**src/rtl/hist_stat_if.sv**
```systemverilog
// Histogram controller bus bundle.
// Groups the frame/pixel input stream, the dual-port histogram RAM
// (port A read, port B write, both active-low enables) and the readout stream.
// master: environment side (drives pixels and RAM read data).
// slave:  controller side (drives RAM controls and readout).
interface hist_stat_if;
  logic        frame_start;
  logic        frame_end;
  logic        pix_valid;
  logic [7:0]  pix_data;
  logic [7:0]  ram_aa;
  logic        ram_cena;
  logic [13:0] ram_qa;
  logic [7:0]  ram_ab;
  logic        ram_cenb;
  logic [13:0] ram_db;
  logic        hist_valid;
  logic [7:0]  hist_bin;
  logic [13:0] hist_count;
  logic        hist_done;
  logic        busy;
  logic        frm_err;

  modport master (
    output frame_start, frame_end, pix_valid, pix_data, ram_qa,
    input  ram_aa, ram_cena, ram_ab, ram_cenb, ram_db,
    input  hist_valid, hist_bin, hist_count, hist_done, busy, frm_err
  );

  modport slave (
    input  frame_start, frame_end, pix_valid, pix_data, ram_qa,
    output ram_aa, ram_cena, ram_ab, ram_cenb, ram_db,
    output hist_valid, hist_bin, hist_count, hist_done, busy, frm_err
  );
endinterface

```
**src/rtl/hist_stat_ctrl.sv**
```systemverilog
// 256-bin, 14-bit histogram controller over an external dual-port RAM.
// Ports:
//   clk  - sole clock, rising edge.
//   rst  - asynchronous active-high reset; restarts the 256-cycle bin clear.
//   bus  - hist_stat_if.slave: frame/pixel stream in, RAM port A read
//          (ram_qa registered, one cycle after ram_cena=0), RAM port B write,
//          readout stream (hist_valid/hist_bin/hist_count, hist_done), busy, frm_err.
// Parameter SAT_EN: 1 = counts saturate at 16383, 0 = counts wrap modulo 2^14.
module hist_stat_ctrl #(
  parameter bit SAT_EN = 1'b1
) (
  input  logic       clk,
  input  logic       rst,
  hist_stat_if.slave bus
);

  typedef enum logic [2:0] {StClear, StIdle, StAccum, StDrain, StReadout} state_e;

  localparam logic [13:0] CntMax = 14'h3FFF;

  state_e      state_q, state_d;
  logic [8:0]  cnt_q, cnt_d;
  // Read-modify-write pipeline: stage 1 holds the bin read last cycle.
  logic        p1_vld_q, p1_vld_d;
  logic [7:0]  p1_bin_q, p1_bin_d;
  // Last accumulation write, forwarded when the next increment hits the same bin.
  logic        wr_vld_q, wr_vld_d;
  logic [7:0]  wr_bin_q, wr_bin_d;
  logic [13:0] wr_data_q, wr_data_d;
  // Readout values held while hist_valid is low.
  logic [7:0]  hold_bin_q, hold_bin_d;
  logic [13:0] hold_cnt_q, hold_cnt_d;

  logic [13:0] base, incr;
  logic [7:0]  rd_bin;

  logic        ram_cena, ram_cenb, hist_valid, hist_done, busy, frm_err;
  logic [7:0]  ram_aa, ram_ab, hist_bin;
  logic [13:0] ram_db, hist_count;

  // The RAM has not yet seen last cycle's write when it is read back-to-back.
  assign base   = (wr_vld_q && (wr_bin_q == p1_bin_q)) ? wr_data_q : bus.ram_qa;
  assign incr   = (base == CntMax) ? (SAT_EN ? CntMax : 14'd0) : base + 14'd1;
  // Readout beat at count k+1 reports bin k; count 256 wraps to bin 255.
  assign rd_bin = cnt_q[7:0] - 8'd1;

  always_comb begin
    state_d    = state_q;
    cnt_d      = cnt_q;
    p1_vld_d   = 1'b0;
    p1_bin_d   = p1_bin_q;
    wr_vld_d   = 1'b0;
    wr_bin_d   = wr_bin_q;
    wr_data_d  = wr_data_q;
    hold_bin_d = hold_bin_q;
    hold_cnt_d = hold_cnt_q;
    ram_aa     = 8'd0;
    ram_cena   = 1'b1;
    ram_ab     = 8'd0;
    ram_cenb   = 1'b1;
    ram_db     = 14'd0;
    hist_valid = 1'b0;
    hist_bin   = hold_bin_q;
    hist_count = hold_cnt_q;
    hist_done  = 1'b0;
    busy       = (state_q != StIdle);
    frm_err    = 1'b0;

    // Write stage runs regardless of state so the last frame pixel lands in DRAIN.
    if (p1_vld_q) begin
      ram_ab    = p1_bin_q;
      ram_cenb  = 1'b0;
      ram_db    = incr;
      wr_vld_d  = 1'b1;
      wr_bin_d  = p1_bin_q;
      wr_data_d = incr;
    end

    unique case (state_q)
      StClear: begin
        ram_ab   = cnt_q[7:0];
        ram_cenb = 1'b0;
        ram_db   = 14'd0;
        if (bus.frame_start || bus.pix_valid) frm_err = 1'b1;
        if (cnt_q == 9'd255) begin
          state_d = StIdle;
          cnt_d   = 9'd0;
        end else begin
          cnt_d = cnt_q + 9'd1;
        end
      end
      StIdle: begin
        if (bus.pix_valid) frm_err = 1'b1;
        if (bus.frame_start) state_d = StAccum;
      end
      StAccum: begin
        if (bus.frame_start) frm_err = 1'b1;
        if (bus.pix_valid) begin
          ram_aa   = bus.pix_data;
          ram_cena = 1'b0;
          p1_vld_d = 1'b1;
          p1_bin_d = bus.pix_data;
        end
        if (bus.frame_end) begin
          state_d = StDrain;
          cnt_d   = 9'd0;
        end
      end
      StDrain: begin
        if (bus.frame_start || bus.pix_valid) frm_err = 1'b1;
        if (cnt_q == 9'd1) begin
          state_d = StReadout;
          cnt_d   = 9'd0;
        end else begin
          cnt_d = cnt_q + 9'd1;
        end
      end
      StReadout: begin
        if (bus.frame_start || bus.pix_valid) frm_err = 1'b1;
        if (cnt_q <= 9'd255) begin
          ram_aa   = cnt_q[7:0];
          ram_cena = 1'b0;
        end
        // Report the bin read last cycle and zero it for the next frame.
        if ((cnt_q != 9'd0) && (cnt_q <= 9'd256)) begin
          hist_valid = 1'b1;
          hist_bin   = rd_bin;
          hist_count = bus.ram_qa;
          hold_bin_d = rd_bin;
          hold_cnt_d = bus.ram_qa;
          ram_ab     = rd_bin;
          ram_cenb   = 1'b0;
          ram_db     = 14'd0;
        end
        if (cnt_q == 9'd257) begin
          hist_done = 1'b1;
          state_d   = StIdle;
          cnt_d     = 9'd0;
        end else begin
          cnt_d = cnt_q + 9'd1;
        end
      end
      default: begin
        state_d = StClear;
        cnt_d   = 9'd0;
      end
    endcase

    // State already sits at CLEAR bin 0 during reset; keep the RAM untouched.
    if (rst) begin
      ram_aa     = 8'd0;
      ram_cena   = 1'b1;
      ram_ab     = 8'd0;
      ram_cenb   = 1'b1;
      ram_db     = 14'd0;
      hist_valid = 1'b0;
      hist_bin   = 8'd0;
      hist_count = 14'd0;
      hist_done  = 1'b0;
      busy       = 1'b1;
      frm_err    = 1'b0;
    end
  end

  always_ff @(posedge clk or posedge rst) begin
    if (rst) begin
      state_q    <= StClear;
      cnt_q      <= 9'd0;
      p1_vld_q   <= 1'b0;
      p1_bin_q   <= 8'd0;
      wr_vld_q   <= 1'b0;
      wr_bin_q   <= 8'd0;
      wr_data_q  <= 14'd0;
      hold_bin_q <= 8'd0;
      hold_cnt_q <= 14'd0;
    end else begin
      state_q    <= state_d;
      cnt_q      <= cnt_d;
      p1_vld_q   <= p1_vld_d;
      p1_bin_q   <= p1_bin_d;
      wr_vld_q   <= wr_vld_d;
      wr_bin_q   <= wr_bin_d;
      wr_data_q  <= wr_data_d;
      hold_bin_q <= hold_bin_d;
      hold_cnt_q <= hold_cnt_d;
    end
  end

  assign bus.ram_aa     = ram_aa;
  assign bus.ram_cena   = ram_cena;
  assign bus.ram_ab     = ram_ab;
  assign bus.ram_cenb   = ram_cenb;
  assign bus.ram_db     = ram_db;
  assign bus.hist_valid = hist_valid;
  assign bus.hist_bin   = hist_bin;
  assign bus.hist_count = hist_count;
  assign bus.hist_done  = hist_done;
  assign bus.busy       = busy;
  assign bus.frm_err    = frm_err;

endmodule

```
**src/flat_wrapper.sv**
```systemverilog
// flat-port wrapper written by rule: the top's interface ports become plain ports
module hist_stat_ctrl_flat 
#(
  parameter bit SAT_EN = 1'b1
)
  (clk, rst, bus_frame_start, bus_frame_end, bus_pix_valid, bus_pix_data, bus_ram_qa, bus_ram_aa, bus_ram_cena, bus_ram_ab, bus_ram_cenb, bus_ram_db, bus_hist_valid, bus_hist_bin, bus_hist_count, bus_hist_done, bus_busy, bus_frm_err);
  hist_stat_if bus_i ();
  input  logic clk;
  input  logic rst;
  input wire logic [$bits(bus_i.frame_start)-1:0] bus_frame_start;
  input wire logic [$bits(bus_i.frame_end)-1:0] bus_frame_end;
  input wire logic [$bits(bus_i.pix_valid)-1:0] bus_pix_valid;
  input wire logic [$bits(bus_i.pix_data)-1:0] bus_pix_data;
  input wire logic [$bits(bus_i.ram_qa)-1:0] bus_ram_qa;
  output wire logic [$bits(bus_i.ram_aa)-1:0] bus_ram_aa;
  output wire logic [$bits(bus_i.ram_cena)-1:0] bus_ram_cena;
  output wire logic [$bits(bus_i.ram_ab)-1:0] bus_ram_ab;
  output wire logic [$bits(bus_i.ram_cenb)-1:0] bus_ram_cenb;
  output wire logic [$bits(bus_i.ram_db)-1:0] bus_ram_db;
  output wire logic [$bits(bus_i.hist_valid)-1:0] bus_hist_valid;
  output wire logic [$bits(bus_i.hist_bin)-1:0] bus_hist_bin;
  output wire logic [$bits(bus_i.hist_count)-1:0] bus_hist_count;
  output wire logic [$bits(bus_i.hist_done)-1:0] bus_hist_done;
  output wire logic [$bits(bus_i.busy)-1:0] bus_busy;
  output wire logic [$bits(bus_i.frm_err)-1:0] bus_frm_err;
  assign bus_i.frame_start = bus_frame_start;
  assign bus_i.frame_end = bus_frame_end;
  assign bus_i.pix_valid = bus_pix_valid;
  assign bus_i.pix_data = bus_pix_data;
  assign bus_i.ram_qa = bus_ram_qa;
  assign bus_ram_aa = bus_i.ram_aa;
  assign bus_ram_cena = bus_i.ram_cena;
  assign bus_ram_ab = bus_i.ram_ab;
  assign bus_ram_cenb = bus_i.ram_cenb;
  assign bus_ram_db = bus_i.ram_db;
  assign bus_hist_valid = bus_i.hist_valid;
  assign bus_hist_bin = bus_i.hist_bin;
  assign bus_hist_count = bus_i.hist_count;
  assign bus_hist_done = bus_i.hist_done;
  assign bus_busy = bus_i.busy;
  assign bus_frm_err = bus_i.frm_err;
  hist_stat_ctrl #(.SAT_EN(SAT_EN)) u_core (.clk(clk), .rst(rst), .bus(bus_i));
endmodule
```
**config.mk**
```make
export PLATFORM = sky130hd
export DESIGN_NAME = hist_stat_ctrl_flat
export DESIGN_NICKNAME = d
export VERILOG_FILES = /design/src/rtl/hist_stat_if.sv /design/src/rtl/hist_stat_ctrl.sv /design/src/flat_wrapper.sv
export SDC_FILE = /design/constraint.sdc
export NUM_CORES = 1
export LEC_CHECK = 0
export BUFFER_PORTS_ARGS = -buffer_cell sky130_fd_sc_hd__clkbuf_2
export CORE_ASPECT_RATIO = 0.75
export CORE_MARGIN = 1.5
export CORE_UTILIZATION = 35
export DETAILED_ROUTE_END_ITERATION = 10
export HOLD_SLACK_MARGIN = 0.05
export PLACE_DENSITY = 0.59
export SLEW_MARGIN = 25
export SYNTH_ARGS = -nofsm -noshare
export SYNTH_HDL_FRONTEND = slang
export SYNTH_SLANG_ARGS = --single-unit
```
**constraint.sdc**
```tcl
create_clock -name clk -period 6.6 [get_ports clk]
set_input_delay 0.33 -clock clk [delete_from_list [all_inputs] [get_ports clk]]
set_output_delay 0.33 -clock clk [all_outputs]
set_load 0.05 [all_outputs]
```
# Word level (Yosys, flattened, before mapping)
# Index checks and enable logic that the tools add are counted.
[word_totals]
reg_bits = 66
input_bits = 27
output_inout_bits = 58
word_cells = 92
[classes]
n_addsub = 3
n_lt_le_gt_ge = 2
eq_ne = 15
muxes = 53
n_bitwise = 1
n_reduce_logical = 9
[op_table]
columns = ["cell", "n"]
rows = [
  ["$mux W14", 8],
  ["$mux W8", 9],
  ["$pmux W9 S5", 1],
  ["$mux W9", 4],
  ["$pmux W8 S2", 2],
  ["$pmux W14 S2", 1],
  ["$mux W1", 19],
  ["$mux W3", 5],
  ["$pmux W3 S5", 1],
  ["$add A14 B1 Y14 const B", 1],
  ["$eq A14 B14 Y1 const B", 1],
  ["$add A9 B1 Y9 const B", 1],
  ["$eq A9 B1 Y1 const B", 1],
  ["$eq A9 B8 Y1 const B", 1],
  ["$eq A9 B9 Y1 const B", 1],
  ["$le A9 B8 Y1 const B", 1],
  ["$le A9 B9 Y1 const B", 1],
  ["$reduce_bool A9 Y1", 1],
  ["$eq A8 B8 Y1", 1],
  ["$sub A8 B1 Y8 const B", 1],
  ["$eq A3 B2 Y1 const B", 2],
  ["$ne A2 B1 Y1 const B", 3],
  ["$reduce_and A5 Y1", 1],
  ["$ne A2 B2 Y1 const B", 2],
  ["11 further kinds", 14],
]

# Logic depth before layout (Yosys ltp)
# Gate-level depths: netlist of run 1.
[logic_depth]
ltp_word = 9
depth_mapped = 15
mapped_depth_nobuf = 12

# Worst setup path before layout of run 1
# OpenSTA, ideal clock, no wires.
[synth_timing]
kind = "flip-flop to output port"
startpoint = "reg u_core.wr_bin_q[4]"
endpoint = "out bus_ram_db[10]"
arrival_ns = 3.858
required_time_ns = 6.270
slack_ns = 2.412
stages_incl_launch_ff = 13
path_buffers = 2
cell_sequence = "dfrtp_1 -> xor2_1 -> nand2b_1 -> or3_1 -> buf_2 -> mux2_2 -> ha_1 -> buf_2 -> nand3_1 -> nor3_1 -> nand3_1 -> and4_1 -> a211oi_1"
[synth_between]
elab_chain_cells = 9
word_cells_on_any_way = 10
cone_classes = "1 x add/sub; 2 x eq/ne; 6 x mux; 1 x reduce/logical"
[synth_rtl]
columns = ["item", "line_no", "text"]
rows = [
  ["start, declared", "hist_stat_ctrl.sv:28", "logic [7:0] wr_bin_q, wr_bin_d;"],
  ["start signal, assigned", "hist_stat_ctrl.sv:182", "wr_bin_q <= wr_bin_d;"],
  ["$eq A8 B8 Y1 *", "hist_stat_ctrl.sv:42", "assign base = (wr_vld_q && (wr_bin_q == p1_bin_q)) ? wr_data_q : bus.ram_qa;"],
  ["$logic_and A1 B1 Y1 *", "hist_stat_ctrl.sv:42", ""],
  ["$mux W14 *", "hist_stat_ctrl.sv:42", ""],
  ["$add A14 B1 Y14 or $eq A14 B14 Y1 (tied branches)", "hist_stat_ctrl.sv:43", "assign incr = (base == CntMax) ? (SAT_EN ? CntMax : 14'd0) : base + 14'd1;"],
  ["$mux W14 *", "hist_stat_ctrl.sv:43", ""],
  ["$mux W14 *", "hist_stat_ctrl.sv:70", "if (p1_vld_q) begin"],
  ["$mux W14", "hist_stat_ctrl.sv:125", "if ((cnt_q != 9'd0) && (cnt_q <= 9'd256)) begin"],
  ["$pmux W14 S2 *", "hist_stat_ctrl.sv:79", "unique case (state_q)"],
  ["$mux W14 *", "hist_stat_ctrl.sv:150", "if (rst) begin"],
  ["end, declared", "flat_wrapper.sv:19", "output wire logic [$bits(bus_i.ram_db)-1:0] bus_ram_db;"],
]
# Mark *: on every way between the ends. The rest lies on a longest branch, timed or not.

# Final worst setup path of run 1
[layout_timing]
startpoint = "reg u_core.p1_bin_q[5]"
endpoint = "out bus_ram_db[0]"
[layout_between]
elab_chain_cells = 9
word_cells_on_any_way = 10
cone_classes = "1 x add/sub; 2 x eq/ne; 6 x mux; 1 x reduce/logical"
[layout_rtl]
columns = ["item", "line_no", "text"]
rows = [
  ["start, declared", "hist_stat_ctrl.sv:25", "logic [7:0] p1_bin_q, p1_bin_d;"],
  ["start signal, assigned", "hist_stat_ctrl.sv:180", "p1_bin_q <= p1_bin_d;"],
  ["$eq A8 B8 Y1 *", "hist_stat_ctrl.sv:42", ""],
  ["$logic_and A1 B1 Y1 *", "hist_stat_ctrl.sv:42", ""],
  ["$mux W14 *", "hist_stat_ctrl.sv:42", ""],
  ["$add A14 B1 Y14 or $eq A14 B14 Y1 (tied branches)", "hist_stat_ctrl.sv:43", ""],
  ["$mux W14 *", "hist_stat_ctrl.sv:43", ""],
  ["$mux W14 *", "hist_stat_ctrl.sv:70", ""],
  ["$mux W14", "hist_stat_ctrl.sv:125", ""],
  ["$pmux W14 S2 *", "hist_stat_ctrl.sv:79", ""],
  ["$mux W14 *", "hist_stat_ctrl.sv:150", ""],
]
# Marked as above.

==> impl_metrics.env, run 1 <==
export IMPL_outcome="complete, no violations"
export IMPL_drv_cap=0
export IMPL_gp_congestion=0.884
export IMPL_grt_use_total_pct=19.9
export IMPL_cts_sinks=66
export IMPL_critPathMaxStageDelay_ns=0.55
export IMPL_async_flop_share_pct=100
export IMPL_leakagePower_nw=2.38
export IMPL_worstPathCellList="xnor2_1, nand4_1, or3_1, buf_4, mux2_2, ha_1, nand3_1, nor3_1, and3_1, mux2i_2, and2_1, nor2_1, clkbuf_2"
export IMPL_cts_clk_slew_worst_paths_ns=0.05
export IMPL_start_util_pct=36.0
export IMPL_vias=4332
export IMPL_post_cts_setup_buffer_count=0
export IMPL_cp_data_required_time_ns=6.27
export IMPL_cts_buffers_inserted=9
export IMPL_ctsResizeCount=0
export IMPL_slew_viol_final=0
export IMPL_ys_warn_count=0
export IMPL_period_needed_ns=4.71
export IMPL_cp_slowest_cell="nor3_1"
export IMPL_fp_coreArea_mm2=0.0123
export IMPL_syn2layout_area_growth_pct=18.2
export IMPL_grt_pass1_vias=3943
export IMPL_dp_final_hpwl_um=9560
export IMPL_critical_path_class="flip-flop to output port"
export IMPL_path_max_fanout=28
export IMPL_grt_overflow_total=0
export IMPL_hp_class="primary input to flip-flop"
export IMPL_htreeDepth=3
export IMPL_dr_pass1_iters=5
export IMPL_crit_arrival_ns=4.38
export IMPL_switching_power_mw=1.17
export IMPL_grt_first_pass_wirelength_um=21000
export IMPL_worst_slew_pin_slew_ns=0.836
export IMPL_postSynthAreaPerCell_um2=7.80
export IMPL_netSwitchingFraction_pct=48.5
export IMPL_syn_nets=602
export IMPL_cts_tree="yes"
export IMPL_synthFlopType="dfrtp_1"
export IMPL_ir_drop_mv=0.161
export IMPL_finalSetupViolCount=0
export IMPL_route_detailed_drc=0
export IMPL_min_path_cells=3
export IMPL_die_h_um=101
export IMPL_drt_iter0_drc=398
export IMPL_io_pins=85
export IMPL_p_int_mw=1.24
export IMPL_num_nets_final=674
export IMPL_clock_latency_ns=0.33
export IMPL_synth_seq_area_share_pct=37.2
export IMPL_die_area_mm2=0.0134
export IMPL_post_route_cell_area_mm2=0.00525
export IMPL_ctsHoldBuffers=0
export IMPL_clkPwrFrac_pct=18.4
export IMPL_wl_per_cell_um=16.4
export IMPL_clockBufferDepth=2
export IMPL_p_per_area_mw_per_mm2=460
export IMPL_row_count=35
export IMPL_crit_path_start_kind="flip-flop"
export IMPL_synth_seq_cells=66
export IMPL_finalHoldViolCount=0
export IMPL_routed_wl_um=13200
export IMPL_avgViaCountPerCell=5.36
export IMPL_reg2reg_depth=12
export IMPL_post_dp_cell_area_mm2=0.00498
export IMPL_relSlewSlack_pct=43.1
export IMPL_antenna_found_initial=0
export IMPL_yosysUniqueCellTypes=60
export IMPL_grt_max_degree=50
export IMPL_syn_inst=569
export IMPL_clock_skew_final_ns=0.00694
export IMPL_num_antenna_cells=0
export IMPL_port_buffers=84
export IMPL_power_frac_seq_pct=31.3
export IMPL_synth_edff_count=0
export IMPL_rsz0062_at_grt="false"
export IMPL_drtAntennaViolNets=0
export IMPL_fin_setup_tns_ns=0
export IMPL_synth_area_mm2=0.00444
export IMPL_end_kind="output port"
export IMPL_root_buffer="clkbuf_16"
export IMPL_drive_gt1_share_pct=19.5
export IMPL_die_x_um=133
export IMPL_combPwrFrac_pct=50.3
export IMPL_timing_final_crit_share_pct=71.3
export IMPL_fmax_mhz=212
-- layout by cell type (no fill, tap or decap), types with 4 or more instances in the layout --
cell type / netlist / final
xnor2_1: 19 / 19
and3_1: 10 / 10
mux2_2: 8 / 8
nor2b_1: 6 / 6
clkbuf_2: 0 / 84
dfrtp_1: 66 / 66
o21ai_1: 7 / 7
ha_1: 6 / 6
mux2i_1: 5 / 5
xor2_1: 11 / 11
o22ai_1: 5 / 5
o21ai_0: 38 / 38
nor4_1: 4 / 4
nand4_1: 11 / 11
a31oi_1: 5 / 5
nand3_1: 19 / 19
inv_1: 20 / 19
and4_1: 4 / 4
nor3_1: 14 / 14
and2_1: 25 / 25
clkbuf_16: 0 / 9
nand2_1: 128 / 128
nor2_1: 37 / 37
a22o_1: 4 / 4
a21oi_1: 42 / 42
buf_4: 0 / 5
-- cell type report --
cell class                      instances  area [um2]
Tap cell                              166         208
Multi-Input combinational cell        453        2580
Fill cell                            1306        7100
Inverter                               22        82.6
Clock buffer                           12         267
Timing Repair Buffer                   89         458
Sequential cell                        66        1650
-- registers in the layout (all words and copies together), names as in the netlist --
signal             cells
u_core.wr_data_q      14
u_core.hold_cnt_q     14
u_core.cnt_q           9
u_core.p1_vld_q        1
u_core.wr_vld_q        1
u_core.p1_bin_q        8
u_core.state_q         3
u_core.wr_bin_q        8
u_core.hold_bin_q      8
-- cell usage after synthesis (all sizes together) (3+ instances only) --
master,instances,area [um2]
nand2b,3,18.8
dfrtp,66,1650
clkbuf,14,52.6
and3,10,62.6
a211oi,4,35.0
o22ai,5,31.3
nor3,16,90.1
and2,25,156
o21ai,45,225
mux2,8,90.1
inv,21,78.8
nand2,129,487
or3,3,18.8
a22o,4,35.0
o21a,3,22.5
and4,4,35.0
buf,14,73.8
nand4,12,81.3
mux2i,6,63.8
a31oi,5,31.3
nor2b,6,37.5
nor2,37,139
xnor2,19,166
a21oi,43,219
xor2,11,96.3
nand3,19,95.1
nor4,5,46.3
ha,6,75.1
-- routing by layer --
metal  part of all wire, %  GRT usage, %
met4                   1.9          6.85
met2                    42          27.8
met1                    51          30.5
met3                   5.4          3.57
met5                     0             0
-- kinds of logic after synthesis --
| kind of cell | Yosys count | share of synthesized area, % |
|---|---|---|
| AND/OR/NAND/NOR | 274 | 29.5 |
| AO/OA/AOI/OAI | 129 | 17.5 |
| buffers and inverters | 50 | 4.71 |
| flip-flops | 66 | 37.2 |
| multiplexers | 14 | 3.47 |
| adder cells (fa/ha/maj) | 6 | 1.69 |
| XOR/XNOR | 30 | 5.92 |
-- per-stage QoR --
stage | hold WS (ns) | setup slack (ns) | utilization, % | power [mW] | instances
6_report | 0.240 | 1.89 | 42.5 | 2.42 | 808
5_1_grt | 0.244 | 1.58 | 42.5 | 2.59 | 808
4_1_cts | 0.231 | 1.96 | 42.5 | 2.42 | 808
3_5_place_dp | 0.452 | 2.33 | 40.3 | 1.96 | 796
3_3_place_gp | 0.448 | 2.46 | 40.3 | 1.94 | 796
2_1_floorplan | 0.349 | 2.41 | - | 1.67 | 569
-- worst max-delay path, delay by kind of cell (launching register included) --
family | cells | cell delay, ns
mux | 2 | 0.50
flops | 1 | 0.40
xor+xnor | 1 | 0.25
buf+inv | 2 | 0.55
fa+ha+maj | 1 | 0.37
simple gates | 7 | 1.96
-- power by group through the flow --
stage / Combinational [mW] / Sequential, mW / Clock [mW]
2_1_floorplan: 0.985 / 0.681 / 0
3_3_place_gp: 1.19 / 0.746 / 0
3_5_place_dp: 1.20 / 0.756 / 0
4_1_cts: 1.21 / 0.751 / 0.456
5_1_grt: 1.34 / 0.781 / 0.469
6_report: 1.22 / 0.756 / 0.444
-- final timing paths --
kind	end	from	slack (ns)
hold / removal	u_core.p1_bin_q[3]	bus_pix_data[3]	0.24
hold reg to reg	u_core.hold_cnt_q[2]	u_core.hold_cnt_q[2]	0.46
max in group asynchronous	u_core.p1_bin_q[2]	rst	5.21
setup / recovery	bus_ram_db[0]	u_core.p1_bin_q[5]	1.89
min in group asynchronous	u_core.cnt_q[1]	rst	0.28
setup reg to reg	u_core.wr_data_q[0]	u_core.p1_bin_q[5]	2.75
Power figures use the tool's default switching activity.
==> run 2, diff against run 1 <==
PLACE_DENSITY = 0.61   (was 0.59)
clock period = 4.3 ns   (was 6.6 ns; I/O delays follow)
==> run 2 against run 1 <==
Sequential cell count stayed put; utilization is 0.94 points higher; critical path type unchanged; cell area is 2.2% higher; sequential share of layout area is 0.68 points lower; cell count is 0.74% higher; clock skew is 0.0030 ns lower; critical path depth is 1 lower; setup slack worse by 1.5 ns; count of clock-buffer cells in the layout is 1 lower; register-to-register slack worse by 1.7 ns; sequential power is 53% higher.
==> impl_metrics.env, run 2 (synthesis results as in run 1) <==
export IMPL_grt_first_pass_wirelength_um=21400
export IMPL_wl_per_cell_um=16.4
export IMPL_drtAntennaViolNets=0
export IMPL_cts_sinks=66
export IMPL_crit_path_start_kind="flip-flop"
export IMPL_relSlewSlack_pct=57.8
export IMPL_num_nets_final=679
export IMPL_slew_viol_final=0
export IMPL_min_path_cells=3
export IMPL_worstPathCellList="xnor2_1, nand4_1, or3_1, mux2_2, ha_1, nand3_1, nor3_2, and3_1, mux2i_4, and2_1, nor2_1, clkbuf_2"
export IMPL_syn2layout_area_growth_pct=20.8
export IMPL_rr_startpoint="u_core.p1_bin_q[5]"
export IMPL_route_detailed_drc=0
export IMPL_worst_slew_pin_slew_ns=0.632
export IMPL_period_needed_ns=3.95
export IMPL_ctsHoldBuffers=0
export IMPL_critPathMaxStageDelay_ns=0.45
export IMPL_reg_largest_list="u_core.hold_cnt_q: 14 flops, u_core.wr_data_q: 14 flops, u_core.cnt_q: 9 flops"
export IMPL_finalHoldViolCount=0
export IMPL_clockBufferDepth=2
export IMPL_path_buf_inv=1
export IMPL_row_count=35
export IMPL_cts_clk_slew_worst_paths_ns=0.05
export IMPL_crit_family="simple AND/OR/NAND/NOR gates"
export IMPL_drv_cap=0
export IMPL_rsz0062_at_grt="false"
export IMPL_grt_overflow_total=0
export IMPL_die_h_um=101
export IMPL_post_cts_setup_buffer_count=0
export IMPL_fill_cells=1277
export IMPL_fin_cells=814
export IMPL_reg2reg_depth=13
export IMPL_dr_pass1_iters=5
export IMPL_dp_final_hpwl_um=9800
export IMPL_finalSetupViolCount=0
export IMPL_cts_tree="yes"
export IMPL_p_per_area_mw_per_mm2=694
export IMPL_vias=4409
export IMPL_grt_pass1_vias=3976
export IMPL_fp_coreArea_mm2=0.0123
export IMPL_path_max_fanout=16
export IMPL_antenna_found_initial=0
export IMPL_timing_final_crit_share_pct=91.9
export IMPL_rr_endpoint="u_core.wr_data_q[1]"
export IMPL_ctsResizeCount=0
export IMPL_drive_gt1_share_pct=20.4
export IMPL_avgViaCountPerCell=5.42
export IMPL_fmax_mhz=253
export IMPL_crit_arrival_ns=3.74
export IMPL_htreeDepth=3
export IMPL_start_util_pct=36.0
export IMPL_grt_use_met3_pct=4.52
export IMPL_drt_iter0_drc=527
export IMPL_num_antenna_cells=0
export IMPL_grt_use_met2_pct=29.4
export IMPL_die_area_mm2=0.0134
export IMPL_cts_buffers_inserted=9
export IMPL_final_cell_mix="nand2_1 (128), clkbuf_2 (80), dfrtp_1 (66)"
export IMPL_hp_class="primary input to flip-flop"
export IMPL_timing_final_ws_setup_ns=0.346
export IMPL_mostFrequentLayoutCell="nand2_1"
export IMPL_root_buffer="clkbuf_16"
export IMPL_gp_congestion=0.962
export IMPL_ir_drop_mv=0.232
export IMPL_cp_slowest_cell="nor3_2"
export IMPL_grt_max_degree=56
export IMPL_multiInputGateArea_mm2=0.00260
export IMPL_seqCellArea_mm2=0.00165
export IMPL_grtUsageMet1_pct=30.0
export IMPL_cp_data_required_time_ns=4.09
export IMPL_clock_skew_final_ns=0.00396
export IMPL_grt_busiest_layer="met1"
export IMPL_routed_wl_um=13400
export IMPL_critical_path_class="flip-flop to output port"
export IMPL_post_place_ws_ns=0.510
export IMPL_fin_setup_tns_ns=0
export IMPL_dp_cells=801
export IMPL_worstHoldEndpoint="u_core.p1_bin_q[2]"
export IMPL_outcome="complete, no violations"
export IMPL_leakagePower_nw=2.41
export IMPL_grt_use_total_pct=20.2
export IMPL_die_x_um=133
export IMPL_clock_latency_ns=0.33
export IMPL_hold_start="bus_pix_data[2]"
export IMPL_port_buffers=84
export IMPL_reg2reg_slack_ns=1.01
export IMPL_end_kind="output port"
export IMPL_io_pins=85
-- run 2: changes by cell type in the layout (fill, tap and decap cells not counted), sizes merged --
| cell | delta |
|---|---|
| buf | +9 |
| clkbuf | -5 |
| clkinvlp | +2 |
-- run 2: how the worst max path moves through the flow --
| stage | slack, ns | end | cells past startpoint | start |
|---|---|---|---|---|
| global placement | 0.66 | bus_ram_db[0] | 12 | u_core.p1_bin_q[3] |
| floorplan | 0.23 | bus_ram_db[10] | 12 | u_core.wr_bin_q[4] |
| finish | 0.35 | bus_ram_db[0] | 12 | u_core.p1_bin_q[5] |
| global route | 0.13 | bus_ram_db[1] | 14 | u_core.p1_bin_q[5] |
| CTS | 0.14 | bus_ram_db[0] | 12 | u_core.p1_bin_q[5] |
| detailed placement | 0.51 | bus_ram_db[0] | 12 | u_core.p1_bin_q[5] |
-- run 2: through the flow --
step | hold WS (ns) | util (%) | total power [mW] | area (um2)
after floorplan | 0.333 | - | 2.56 | 4440
after global routing | 0.114 | 43.4 | 3.99 | 5360
after CTS | 0.0992 | 43.3 | 3.73 | 5350
final | 0.102 | 43.4 | 3.72 | 5360
after global placement | 0.448 | 41.1 | 2.99 | 5080
after detailed placement | 0.448 | 41.1 | 3.03 | 5080
-- run 2: layout make-up --
| class | instances | share of cell area [%] |
|---|---|---|
| Multi-Input combinational cell | 453 | 48.4 |
| Clock buffer | 11 | 4.71 |
| Timing Repair Buffer | 94 | 10.4 |
| Sequential cell | 66 | 30.8 |
| Inverter | 22 | 1.54 |
| Tap cell | 166 | 3.87 |
| Clock inverter | 2 | 0.280 |
-- run 2: power by group --
group	internal, mW	total, mW	switching [mW]
clock	0.411	0.675	0.264
sequential	0.885	1.16	0.279
combinational	0.614	1.88	1.27
-- run 2: metal layers --
layer / vias up / share of wire, % / routed length [um]
li1: 2134 / - / -
met1: 2105 / 48 / 6440
met2: 153 / 44 / 5920
met3: 17 / 6.4 / 858
met4: 0 / 1.2 / 154
met5: - / 0 / 0
-- run 2: worst min-delay path: stages --
cell,delay [ns]
clkbuf_2,0.07
nand2_1,0.05
nand2_1,0.06
==> run 3, diff against run 2 <==
CORE_MARGIN = not set   (was 1.5)
GPL_TIMING_DRIVEN = 0   (was not set)
RECOVER_POWER = 25   (was not set)
==> run 3 against run 2 <==
The flow now finishes with violations (max-capacitance violations, max-slew violations); utilization is 1.0 points higher; register-to-register slack lost 0.12 ns; count of clock-buffer cells in the layout down 1; routed wire length is 3.1% higher; critical path depth is 2 higher; sequential power down 4%; clock skew up 0.0038 ns; global-route usage up 1.2 points; hold slack improved by 0.0058 ns; maximum frequency is 3.8% lower.
==> impl_metrics.env, run 3 (synthesis results as in run 1) <==
export IMPL_worstPathCellList="xnor2_1, nand4_1, or3_1, buf_2, mux2_2, ha_1, clkbuf_4, nand3_2, nor3_4, nand3_1, and4_1, a21oi_1, nor2b_1, clkbuf_4"
export IMPL_critPathMaxStageDelay_ns=0.40
export IMPL_drive_gt1_share_pct=21.3
export IMPL_cts_sinks=66
export IMPL_path_buf_inv=3
export IMPL_timing_final_crit_share_pct=95.6
export IMPL_die_x_um=132
export IMPL_vias=4481
export IMPL_clockBufferDepth=2
export IMPL_period_needed_ns=4.11
export IMPL_fill_cells=1259
export IMPL_path_max_fanout=10
export IMPL_cp_data_required_time_ns=4.09
export IMPL_syn2layout_area_growth_pct=23.2
export IMPL_antenna_found_initial=0
export IMPL_relSlewSlack_pct=-31.4
export IMPL_grt_pass1_vias=4243
export IMPL_outcome="finished with violations"
export IMPL_clock_skew_final_ns=0.00771
export IMPL_final_cell_mix="nand2_1 (128), clkbuf_2 (78), dfrtp_1 (66)"
export IMPL_num_antenna_cells=0
export IMPL_finalSetupViolCount=0
export IMPL_finalHoldViolCount=0
export IMPL_hp_class="primary input to flip-flop"
export IMPL_cts_tree="yes"
export IMPL_fp_coreArea_mm2=0.0123
export IMPL_critical_path_class="flip-flop to output port"
export IMPL_dr_pass1_iters=5
export IMPL_worst_hold_slack_ns=0.108
export IMPL_drtAntennaViolNets=0
export IMPL_reg_largest_list="u_core.hold_cnt_q: 14 flops, u_core.wr_data_q: 14 flops, u_core.cnt_q: 9 flops"
export IMPL_drt_iter0_drc=416
export IMPL_worst_slew_pin_slew_ns=1.97
export IMPL_fin_setup_tns_ns=0
export IMPL_slew_viol_final=36
export IMPL_root_buffer="clkbuf_16"
export IMPL_path_common_cell="clkbuf_4"
export IMPL_crit_path_start_kind="flip-flop"
export IMPL_crit_arrival_ns=3.90
export IMPL_reg2reg_slack_ns=0.89
export IMPL_cts_buffers_inserted=9
export IMPL_die_area_mm2=0.0131
export IMPL_rsz0062_at_grt="false"
export IMPL_grt_first_pass_wirelength_um=22100
export IMPL_grt_overflow_total=0
export IMPL_num_nets_final=699
export IMPL_clock_latency_ns=0.34
export IMPL_cts_clk_slew_worst_paths_ns=0.05
export IMPL_route_detailed_drc=0
export IMPL_start_util_pct=36.1
export IMPL_fmax_mhz=243
export IMPL_mostFrequentLayoutCell="nand2_1"
export IMPL_die_h_um=99.5
export IMPL_p_per_area_mw_per_mm2=706
export IMPL_dp_final_hpwl_um=10400
export IMPL_routed_wl_um=13800
export IMPL_wl_per_cell_um=16.5
export IMPL_violations="max-capacitance violations, max-slew violations"
export IMPL_drv_cap=1
export IMPL_io_pins=85
export IMPL_row_count=35
export IMPL_crit_family="simple AND/OR/NAND/NOR gates"
export IMPL_end_kind="output port"
export IMPL_grt_use_total_pct=21.5
export IMPL_gp_congestion=0.886
export IMPL_grt_max_degree=41
export IMPL_leakagePower_nw=2.47
export IMPL_cp_slowest_cell="dfrtp_1"
export IMPL_avgViaCountPerCell=5.36
export IMPL_ir_drop_mv=0.260
export IMPL_htreeDepth=3
export IMPL_port_buffers=84
-- run 3: changes by cell type in the layout (fill, tap and decap cells not counted), sizes merged --
cell | previous run | this run
bufinv | 0 | 1
clkbuf | 91 | 109
clkinv | 1 | 3
buf | 14 | 15
-- run 3: path summary, 6_finish.rpt --
path	startpoint	to	cells after the start
worst max-delay path	u_core.p1_bin_q[1]	bus_ram_db[13]	14
worst min-delay path	bus_pix_data[2]	u_core.p1_bin_q[2]	3
worst max register to register	u_core.p1_bin_q[1]	u_core.wr_data_q[13]	15
worst min register to register	u_core.p1_vld_q	u_core.wr_vld_q	0
max in group asynchronous	rst	u_core.wr_bin_q[7]	3
min in group asynchronous	rst	u_core.wr_data_q[12]	3
-- run 3: repair_timing --
action	in CTS	in global routing
hold buffers	0	0
gates resized for setup	3	24
setup endpoints to repair	13	13
pin swaps	0	2
buffers inserted	0	1
-- run 3: routing by layer --
| metal | wire [um] | global-route usage, % | share of wire (%) | up-vias |
|---|---|---|---|---|
| met5 | 0 | 0 | 0 | - |
| li1 | - | - | - | 2168 |
| met4 | 221 | 7.16 | 1.6 | 0 |
| met1 | 6680 | 29.6 | 48 | 2163 |
| met3 | 671 | 4.23 | 4.9 | 20 |
| met2 | 6210 | 33.7 | 45 | 130 |
-- run 3: worst register-to-register path: stages, from the launching register on --
cell	delay, ns
dfrtp_1	0.40
xnor2_1	0.24
nand4_1	0.25
or3_1	0.36
buf_2	0.22
clkbuf_2	0.22
nand2_1	0.11
nand2_1	0.05
ha_1	0.19
clkbuf_4	0.20
nand3_2	0.14
nor3_4	0.07
nand3_1	0.10
and4_1	0.34
a21oi_1	0.14
mux2_2	0.28
-- run 3: layout make-up --
type	count	area (um2)	area share, %
clock buffers	10	239	4.37
multi-input cells	453	2640	48.3
repair buffers	86	462	8.44
inverters	22	82.6	1.51
well taps	166	208	3.80
clock inverters	5	55.1	1.01
flip-flops and latches	66	1650	30.2
plain buffers	28	133	2.42
-- run 3: per-stage QoR --
stage	total power [mW]	instances	utilization (%)	setup WS, ns	instance area (um2)
3_5_place_dp	3.06	820	41.4	0.0433	5090
4_1_cts	3.81	835	43.9	0.00874	5400
3_3_place_gp	3.00	819	41.2	-0.270	5070
2_1_floorplan	2.56	569	-	0.227	4440
5_1_grt	4.12	836	44.5	0.00759	5470
6_report	3.86	836	44.5	0.189	5470
-- run 3: report_power, final --
part | switching (mW) | total, mW | internal, mW
clock | 0.277 | 0.736 | 0.459
combinational | 1.38 | 2.02 | 0.634
sequential | 0.223 | 1.11 | 0.887
